--- config.mk ---
export PLATFORM = sky130hd
export DESIGN_NAME = timer_seq_ctrl
export DESIGN_NICKNAME = d
export VERILOG_FILES = /design/src/rtl/timer_seq_pkg.sv /design/src/rtl/tff_up_counter.sv /design/src/rtl/timer_seq_ctrl.sv
export SDC_FILE = /design/constraint.sdc
export NUM_CORES = 1
export LEC_CHECK = 0
export ABC_AREA = 1
export BUFFER_PORTS_ARGS = -buffer_cell sky130_fd_sc_hd__buf_2
export CAP_MARGIN = 40
export CORE_MARGIN = 4
export CORE_UTILIZATION = 55
export CTS_CLUSTER_SIZE = 28
export DETAILED_ROUTE_END_ITERATION = 8
export GPL_TIMING_DRIVEN = 0
export PLACE_DENSITY_LB_ADDON = 0.12
export SLEW_MARGIN = 5
export SYNTH_ARGS = -nofsm -noshare
export SYNTH_HDL_FRONTEND = slang
export SYNTH_SLANG_ARGS = --single-unit
--- constraint.sdc ---
create_clock -name clk -period 3 [get_ports clk]
set_clock_uncertainty 0.1 [all_clocks]
set_input_delay 0.15 -clock clk [delete_from_list [all_inputs] [get_ports clk]]
set_output_delay 0.15 -clock clk [all_outputs]
set_load 0.02 [all_outputs]
--- src/rtl/timer_seq_pkg.sv ---
// Shared encodings for the timer sequencer and its counter datapath.
package timer_seq_pkg;

  typedef enum logic [1:0] {
    ST_IDLE  = 2'b00,
    ST_RUN   = 2'b01,
    ST_PAUSE = 2'b10
  } state_t;

  localparam logic MODE_ONESHOT  = 1'b0;
  localparam logic MODE_PERIODIC = 1'b1;

endpackage

--- src/rtl/tff_up_counter.sv ---
// WIDTH-bit synchronous up-counter built from toggle flip-flops with a
// ripple-AND enable chain. Synchronous clear wins over enable.
module tff_up_counter #(
  parameter int unsigned WIDTH = 4
) (
  input  logic             clk,
  input  logic             reset,
  input  logic             en,
  input  logic             clr,
  output logic [WIDTH-1:0] q
);

  logic [WIDTH-1:0] t;

  // Bit i toggles when enabled and all lower bits are one.
  always_comb begin
    t[0] = en;
    for (int i = 1; i < int'(WIDTH); i++) begin
      t[i] = t[i-1] & q[i-1];
    end
  end

  // Toggle register with async reset and sync clear.
  always_ff @(posedge clk or posedge reset) begin
    if (reset) begin
      q <= '0;
    end else if (clr) begin
      q <= '0;
    end else begin
      q <= q ^ t;
    end
  end

endmodule

--- src/rtl/timer_seq_ctrl.sv ---
// Sequencer supervising a T-flip-flop up-counter: one-shot or periodic runs
// over a configured period, with start/stop/pause control and
// tick/done/err pulses. All outputs are registered.
module timer_seq_ctrl
  import timer_seq_pkg::*;
#(
  parameter int unsigned WIDTH = 4
) (
  input  logic             clk,
  input  logic             reset,
  input  logic             cfg_load,
  input  logic [WIDTH-1:0] period,
  input  logic             mode,
  input  logic             start,
  input  logic             stop,
  input  logic             pause,
  output logic             busy,
  output logic [WIDTH-1:0] cnt,
  output logic             tick,
  output logic             done,
  output logic             err
);

  state_t           state_q;
  logic [WIDTH-1:0] period_q;
  logic             mode_q;
  logic             busy_q;
  logic             tick_q;
  logic             done_q;
  logic             err_q;

  logic terminal;
  logic cnt_en;
  logic cnt_clr;

  // Counter supervision: count only in RUN, hold it cleared in IDLE and on
  // wrap or abort.
  always_comb begin
    terminal = (state_q == ST_RUN) && (cnt == period_q);
    cnt_en   = (state_q == ST_RUN);
    cnt_clr  = terminal | stop | (state_q == ST_IDLE);
  end

  tff_up_counter #(
    .WIDTH (WIDTH)
  ) u_counter (
    .clk   (clk),
    .reset (reset),
    .en    (cnt_en),
    .clr   (cnt_clr),
    .q     (cnt)
  );

  // Control FSM with registered pulse outputs; priority stop > terminal > pause.
  always_ff @(posedge clk or posedge reset) begin
    if (reset) begin
      state_q  <= ST_IDLE;
      period_q <= '0;
      mode_q   <= MODE_ONESHOT;
      busy_q   <= 1'b0;
      tick_q   <= 1'b0;
      done_q   <= 1'b0;
      err_q    <= 1'b0;
    end else begin
      tick_q <= 1'b0;
      done_q <= 1'b0;
      err_q  <= 1'b0;
      unique case (state_q)
        ST_IDLE: begin
          if (cfg_load) begin
            period_q <= period;
            mode_q   <= mode;
          end
          // A simultaneous cfg_load does not affect this check: old period_q.
          if (start) begin
            if (period_q != '0) begin
              state_q <= ST_RUN;
              busy_q  <= 1'b1;
            end else begin
              err_q <= 1'b1;
            end
          end
        end
        ST_RUN: begin
          if (cfg_load) err_q <= 1'b1;
          if (stop) begin
            state_q <= ST_IDLE;
            busy_q  <= 1'b0;
          end else if (terminal) begin
            tick_q <= 1'b1;
            if (mode_q == MODE_ONESHOT) begin
              done_q  <= 1'b1;
              state_q <= ST_IDLE;
              busy_q  <= 1'b0;
            end else if (pause) begin
              state_q <= ST_PAUSE;
            end
          end else if (pause) begin
            state_q <= ST_PAUSE;
          end
        end
        ST_PAUSE: begin
          if (cfg_load) err_q <= 1'b1;
          if (stop) begin
            state_q <= ST_IDLE;
            busy_q  <= 1'b0;
          end else if (!pause) begin
            state_q <= ST_RUN;
          end
        end
        default: begin
          state_q <= ST_IDLE;
          busy_q  <= 1'b0;
        end
      endcase
    end
  end

  assign busy = busy_q;
  assign tick = tick_q;
  assign done = done_q;
  assign err  = err_q;

endmodule

# Word-level counts from Yosys, hierarchy flattened
# Cells that the tools add are included.
[op_classes] n_eq_ne=9 mux=28 n_bitwise=6 n_reduce_logical=7
[ops] op="$mux 1" n=16
[ops] op="$mux 2" n=8
[ops] op="$ne 3x3->1 const B" n=3
[ops] op="$pmux 2 s3" n=1
[ops] op="$reduce_and 5->1" n=1
[ops] op="$eq 4x4->1" n=1
[ops] op="$mux 4" n=1
[ops] op="$ne 2x2->1 const B" n=2
[ops] op="$reduce_bool 4->1" n=1
[ops] op="$xor 4x4->4" n=1
[ops] op="$and 1x1->1" n=3
[ops] op="$pmux 1 s3" n=1
[ops] op="$reduce_and 3->1" n=1
[ops] op="$eq 2x1->1 const B" n=1
[ops] op="$eq 2x2->1 const B" n=1
[ops] op="$logic_not 2->1" n=1
[ops] op="$ne 2x1->1 const B" n=1
[ops] op="$or 1x1->1" n=2
[ops] op="$pmux 1 s2" n=1
[ops] op="$reduce_and 2->1" n=1
[ops] op="$reduce_or 2->1" n=1
[ops] op="$logic_and 1x1->1" n=1
[totals] regBits=15 in_bits=11 output_inout_bits=8 elab_cells=58

# Logic depth before layout (Yosys ltp)
[logic_depth] depth_word=6 depth_mapped=10 depth_no_buf=10

# Cells and area by module
# From an unflattened synthesis, not the netlist that was laid out.
[hier_totals] cells_unflattened=107 area_unflattened_um2=852.1
[modules_own_cells] mod="timer_seq_ctrl" instances=1 cells_per_inst=88 area_per_inst_um2=666.9 seq_area_each_um2=275.3
[modules_own_cells] mod="tff_up_counter" instances=1 cells_per_inst=19 area_per_inst_um2=185.2 seq_area_each_um2=100.1

# Worst setup path after synthesis
# No wires, ideal clock.
[synth_path] path_type="register -> register" startpoint="reg state_q[1]" endpoint="reg u_counter.q[3]" setup_time_ps=120 arrival_ps=1354 t_required_ps=2780 path_slack_ps=1426 path_stages_with_launch=8 n_path_buf=0 synth_period_minus_slack_ps=1574 cell_sequence="dfrtp_1 inv_1 ha_1 ha_1 ha_1 ha_1 xnor2_1 nor2_1"
[synth_via] elab_chain_cells=6 elab_cells_between_ends=10 classes_between="eq/ne: 1; mux: 1; bitwise: 6; reduce/logical: 2"
[synth_rtl] element="start: declaration" line_no="timer_seq_ctrl.sv:24" text="state_t state_q;"
[synth_rtl] element="start signal: assignment" line_no="timer_seq_ctrl.sv:57" text="state_q <= ST_IDLE;"
[synth_rtl] element="start signal: assignment" line_no="timer_seq_ctrl.sv:77" text="state_q <= ST_RUN;"
[synth_rtl] element="start signal: assignment" line_no="timer_seq_ctrl.sv:87" text="state_q <= ST_IDLE;"
[synth_rtl] element="$eq 2x1->1" line_no="timer_seq_ctrl.sv:39, timer_seq_ctrl.sv:40"
[synth_rtl] element="$and 1x1->1 (3 in a row)" line_no="tff_up_counter.sv:19" text="t[i] = t[i-1] & q[i-1];"
[synth_rtl] element="$xor 4x4->4" line_no="tff_up_counter.sv:30" text="q <= q ^ t;"
[synth_rtl] element="$mux 4 (*)" line_no="tff_up_counter.sv:27" text="end else if (clr) begin"
[synth_rtl] element="end signal: assignment" line_no="tff_up_counter.sv:30"
[synth_rtl] element="end: declaration" line_no="tff_up_counter.sv:10" text="output logic [WIDTH-1:0] q"
# Every way passes the cells marked *; elsewhere a longest branch is shown, timed or not.
# A chain may end at the register's enable or synchronous reset.

# Worst setup path in the final report
# Same ends and word-level chain as after synthesis.

==> results_dict.tcl <==
set metrics [dict create \
    outcome "finished, final reports clean" \
    dieArea_um2 2210 \
    leakagePower_nw 0.600 \
    dp.cells 140 \
    place_ws_ps 1310 \
    fin_crit_ps 1680 \
    finish.instance_area_um2 1000 \
    grt_pass1_vias 689 \
    antenna_found_initial 0 \
    start_util_pct 61.3 \
    synth_fp_nets 125 \
    cts_root_buf "clkbuf_4" \
    hold_slack_ps 6.56 \
    clk_path_buf_depth 2 \
    timing.rr.end "u_counter.q[3]" \
    drt_pre_antenna_iters 4 \
    avgRoutedWirePerCell_um 10.6 \
    core_area_um2 1370 \
    arrival_ps 1760 \
    path_cells "inv_1 -> ha_1 -> ha_1 -> ha_1 -> ha_1 -> xnor2_1 -> nor2_1" \
    stdcell_count 147 \
    yosysTopAreaCell "dfrtp_1" \
    synth_mux_area_share_pct 1.35 \
    worst_slack_ps 1320 \
    synth_compound_area_share_pct 3.59 \
    crit_fanout 4 \
    finalHoldViolations 0 \
    gr-usage-all-layers_pct 18.2 \
    slew_violations 0 \
    grt_max_degree 16 \
    fillerInstances 117 \
    period_share_pct 56.1 \
    drive_above_1_share_pct 24.2 \
    cts_sinks 15 \
    synth_cell_types 17 \
    placed_area_um2 946 \
    startpoint_type "register" \
    r2r-start "state_q[1]" \
    critical-path-max-stage-delay_ps 400 \
    crit_top_cell "ha_1" \
    max_freq_mhz 594 \
    register_area_um2 375 \
    route.detailed.drc 0 \
    io_buffers 18 \
    postCtsSetupBuffers 0 \
    worstHoldPathType "in -> reg" \
    startpoint "state_q[1]" \
    power_density_nw_per_um2 792 \
    maxSlewHeadroom_pct 61.7 \
    regToRegSetupSlack_ps 1320 \
    setup_viol 0 \
    crit_slowest_cell "dfrtp_1" \
    syn_area_um2 837 \
    antenna_cells 0 \
    chipHeight_um 47.0 \
    grt_overflow 0 \
    cts-buffers-inserted 3 \
    ctsHoldBuffers 2 \
    insertion_delay_ps 280 \
    yosysWarnings 0 \
    setup_tns_ps 0 \
    rows 13 \
    synth_simple_gate_area_share_pct 28.7 \
    grt_pass1_wl_mm 2.75 \
    ir_worst_vdd_mv 0.474 \
    worstPathRequired_ps 3080 \
    grt_setup_unrepaired "no" \
    cts_tree "yes" \
    vias 691 \
    dp_hpwl_mm 1.26 \
    routabilityCongestion 0.820 \
    viasPerCell 4.70 \
    crit_path_end_kind "register" \
    post_cts_resize_count 0 \
    fp.dieW_um 47.0 \
    h-tree-depth 1 \
    rr_worst_depth 7 \
    synthAdderAreaFrac_pct 10.5 \
    synth_seq_area_share_pct 44.8 \
    cts.clk_slew.worst_paths_ps 90 \
    synth_cells 107 \
    syn_to_final_growth_pct 19.7 \
    worst_pin_slew_ps 573 \
    first_iter_violations 8 \
    yosys.area_share.xor_xnor_pct 1.05 \
    crit_end "u_counter.q[3]" \
    multiInputGateArea_um2 378 \
    postRouteAntennaNets 0 \
    final_net_count 151 \
    drt-total-wl_mm 1.55 \
    synth_top_area_share_pct 44.8 \
    maxCapViolations 0 \
    pin_count 19 \
    synth_area_leaders "dfrtp_1, nand2_1, ha_1" \
    synth-seq-cells 15 \
    synth_top_family_by_area "simple AND/OR/NAND/NOR gates" \
    synth.avg_cell_area_um2 7.82 \
    worstSetupPathType "reg -> reg" \
]
-- layout by cell type, fill, tap and decap left out, types with 2 or more instances in the layout --
cell and instances:
inv_1 18, clkbuf_4 3, a21oi_1 6, ha_1 7, dfrtp_1 15, nor2_1 17, buf_2 18, dlygate4sd3_1 3
nand2_2 3, nand3_1 3, inv_2 3, nor2_2 2, nand4_1 2, nand2_1 25
-- worst min path at each step --
stage / startpoint / to / cells after the start
finish: period[3] / period_q[3] / 3
detailed placement: reset / u_counter.q[0] / 2
CTS: period[3] / period_q[3] / 3
global route: period[3] / period_q[3] / 3
floorplan: reset / busy / 1
global placement: reset / state_q[0] / 2
-- cells in the mapped netlist --
| master | instances |
|---|---|
| inv_2 | 3 |
| nand3_1 | 3 |
| clkinv_2 | 1 |
| nor2_1 | 17 |
| a21oi_1 | 6 |
| mux2_2 | 1 |
| nand4_1 | 2 |
| dfrtp_1 | 15 |
| nand2_2 | 3 |
| xnor2_1 | 1 |
| nor2_2 | 2 |
| nor3_1 | 1 |
| or2_1 | 1 |
| ha_1 | 7 |
| nand4_2 | 1 |
| inv_1 | 18 |
| nand2_1 | 25 |
-- worst max-delay path, delay by kind of cell (launching register included) --
kind,cells,cell delay [ps]
xor+xnor,1,160
fa+ha+maj,4,760
buf+inv,1,90
flops,1,400
simple gates,1,60
-- cell families (layout without fill, tap and decap cells) --
group,after synthesis,after routing
xor+xnor,1,1
flops,15,15
compound gates,6,6
mux,1,1
simple gates,55,55
buf+inv,22,47
fa+ha+maj,7,7
-- area by class of cell --
class	count	share of cell area [%]
Tap cell	15	1.87
Sequential cell	15	37.5
Inverter	22	8.36
Multi-Input combinational cell	70	37.7
Timing Repair Buffer	21	12.0
Clock buffer	4	2.62
-- per-layer routing --
metal | track usage (%) | vias up | share of wire (%)
li1 | - | 371 | -
met1 | 21.4 | 304 | 47
met2 | 30.9 | 14 | 48
met3 | 8.05 | 2 | 5.3
met4 | 3.31 | 0 | 0.39
met5 | 0 | - | 0
-- sequential cells by signal, summed over array words and instances, names as in the netlist --
| register | flops |
|---|---|
| busy | 1 |
| u_counter.q | 4 |
| done | 1 |
| mode_q | 1 |
| period_q | 4 |
| state_q | 2 |
| tick | 1 |
| err | 1 |
-- per-stage QoR --
step | power (W) | utilization, %
after floorplan | 0.000594 | -
after global routing | 0.000882 | 73.4
after global placement | 0.000670 | 69.2
after CTS | 0.000802 | 72.6
after detailed placement | 0.000685 | 69.2
final | 0.000794 | 73.4
-- where the power goes --
| group | internal, W | switching (W) | leakage (nW) |
|---|---|---|---|
| clock | 0.0000516 | 0.0000613 | 0.0150 |
| combinational | 0.000136 | 0.000234 | 0.396 |
| sequential | 0.000268 | 0.0000440 | 0.189 |
| total | 0.000455 | 0.000339 | 0.600 |
(Power assumes the default switching activity.)
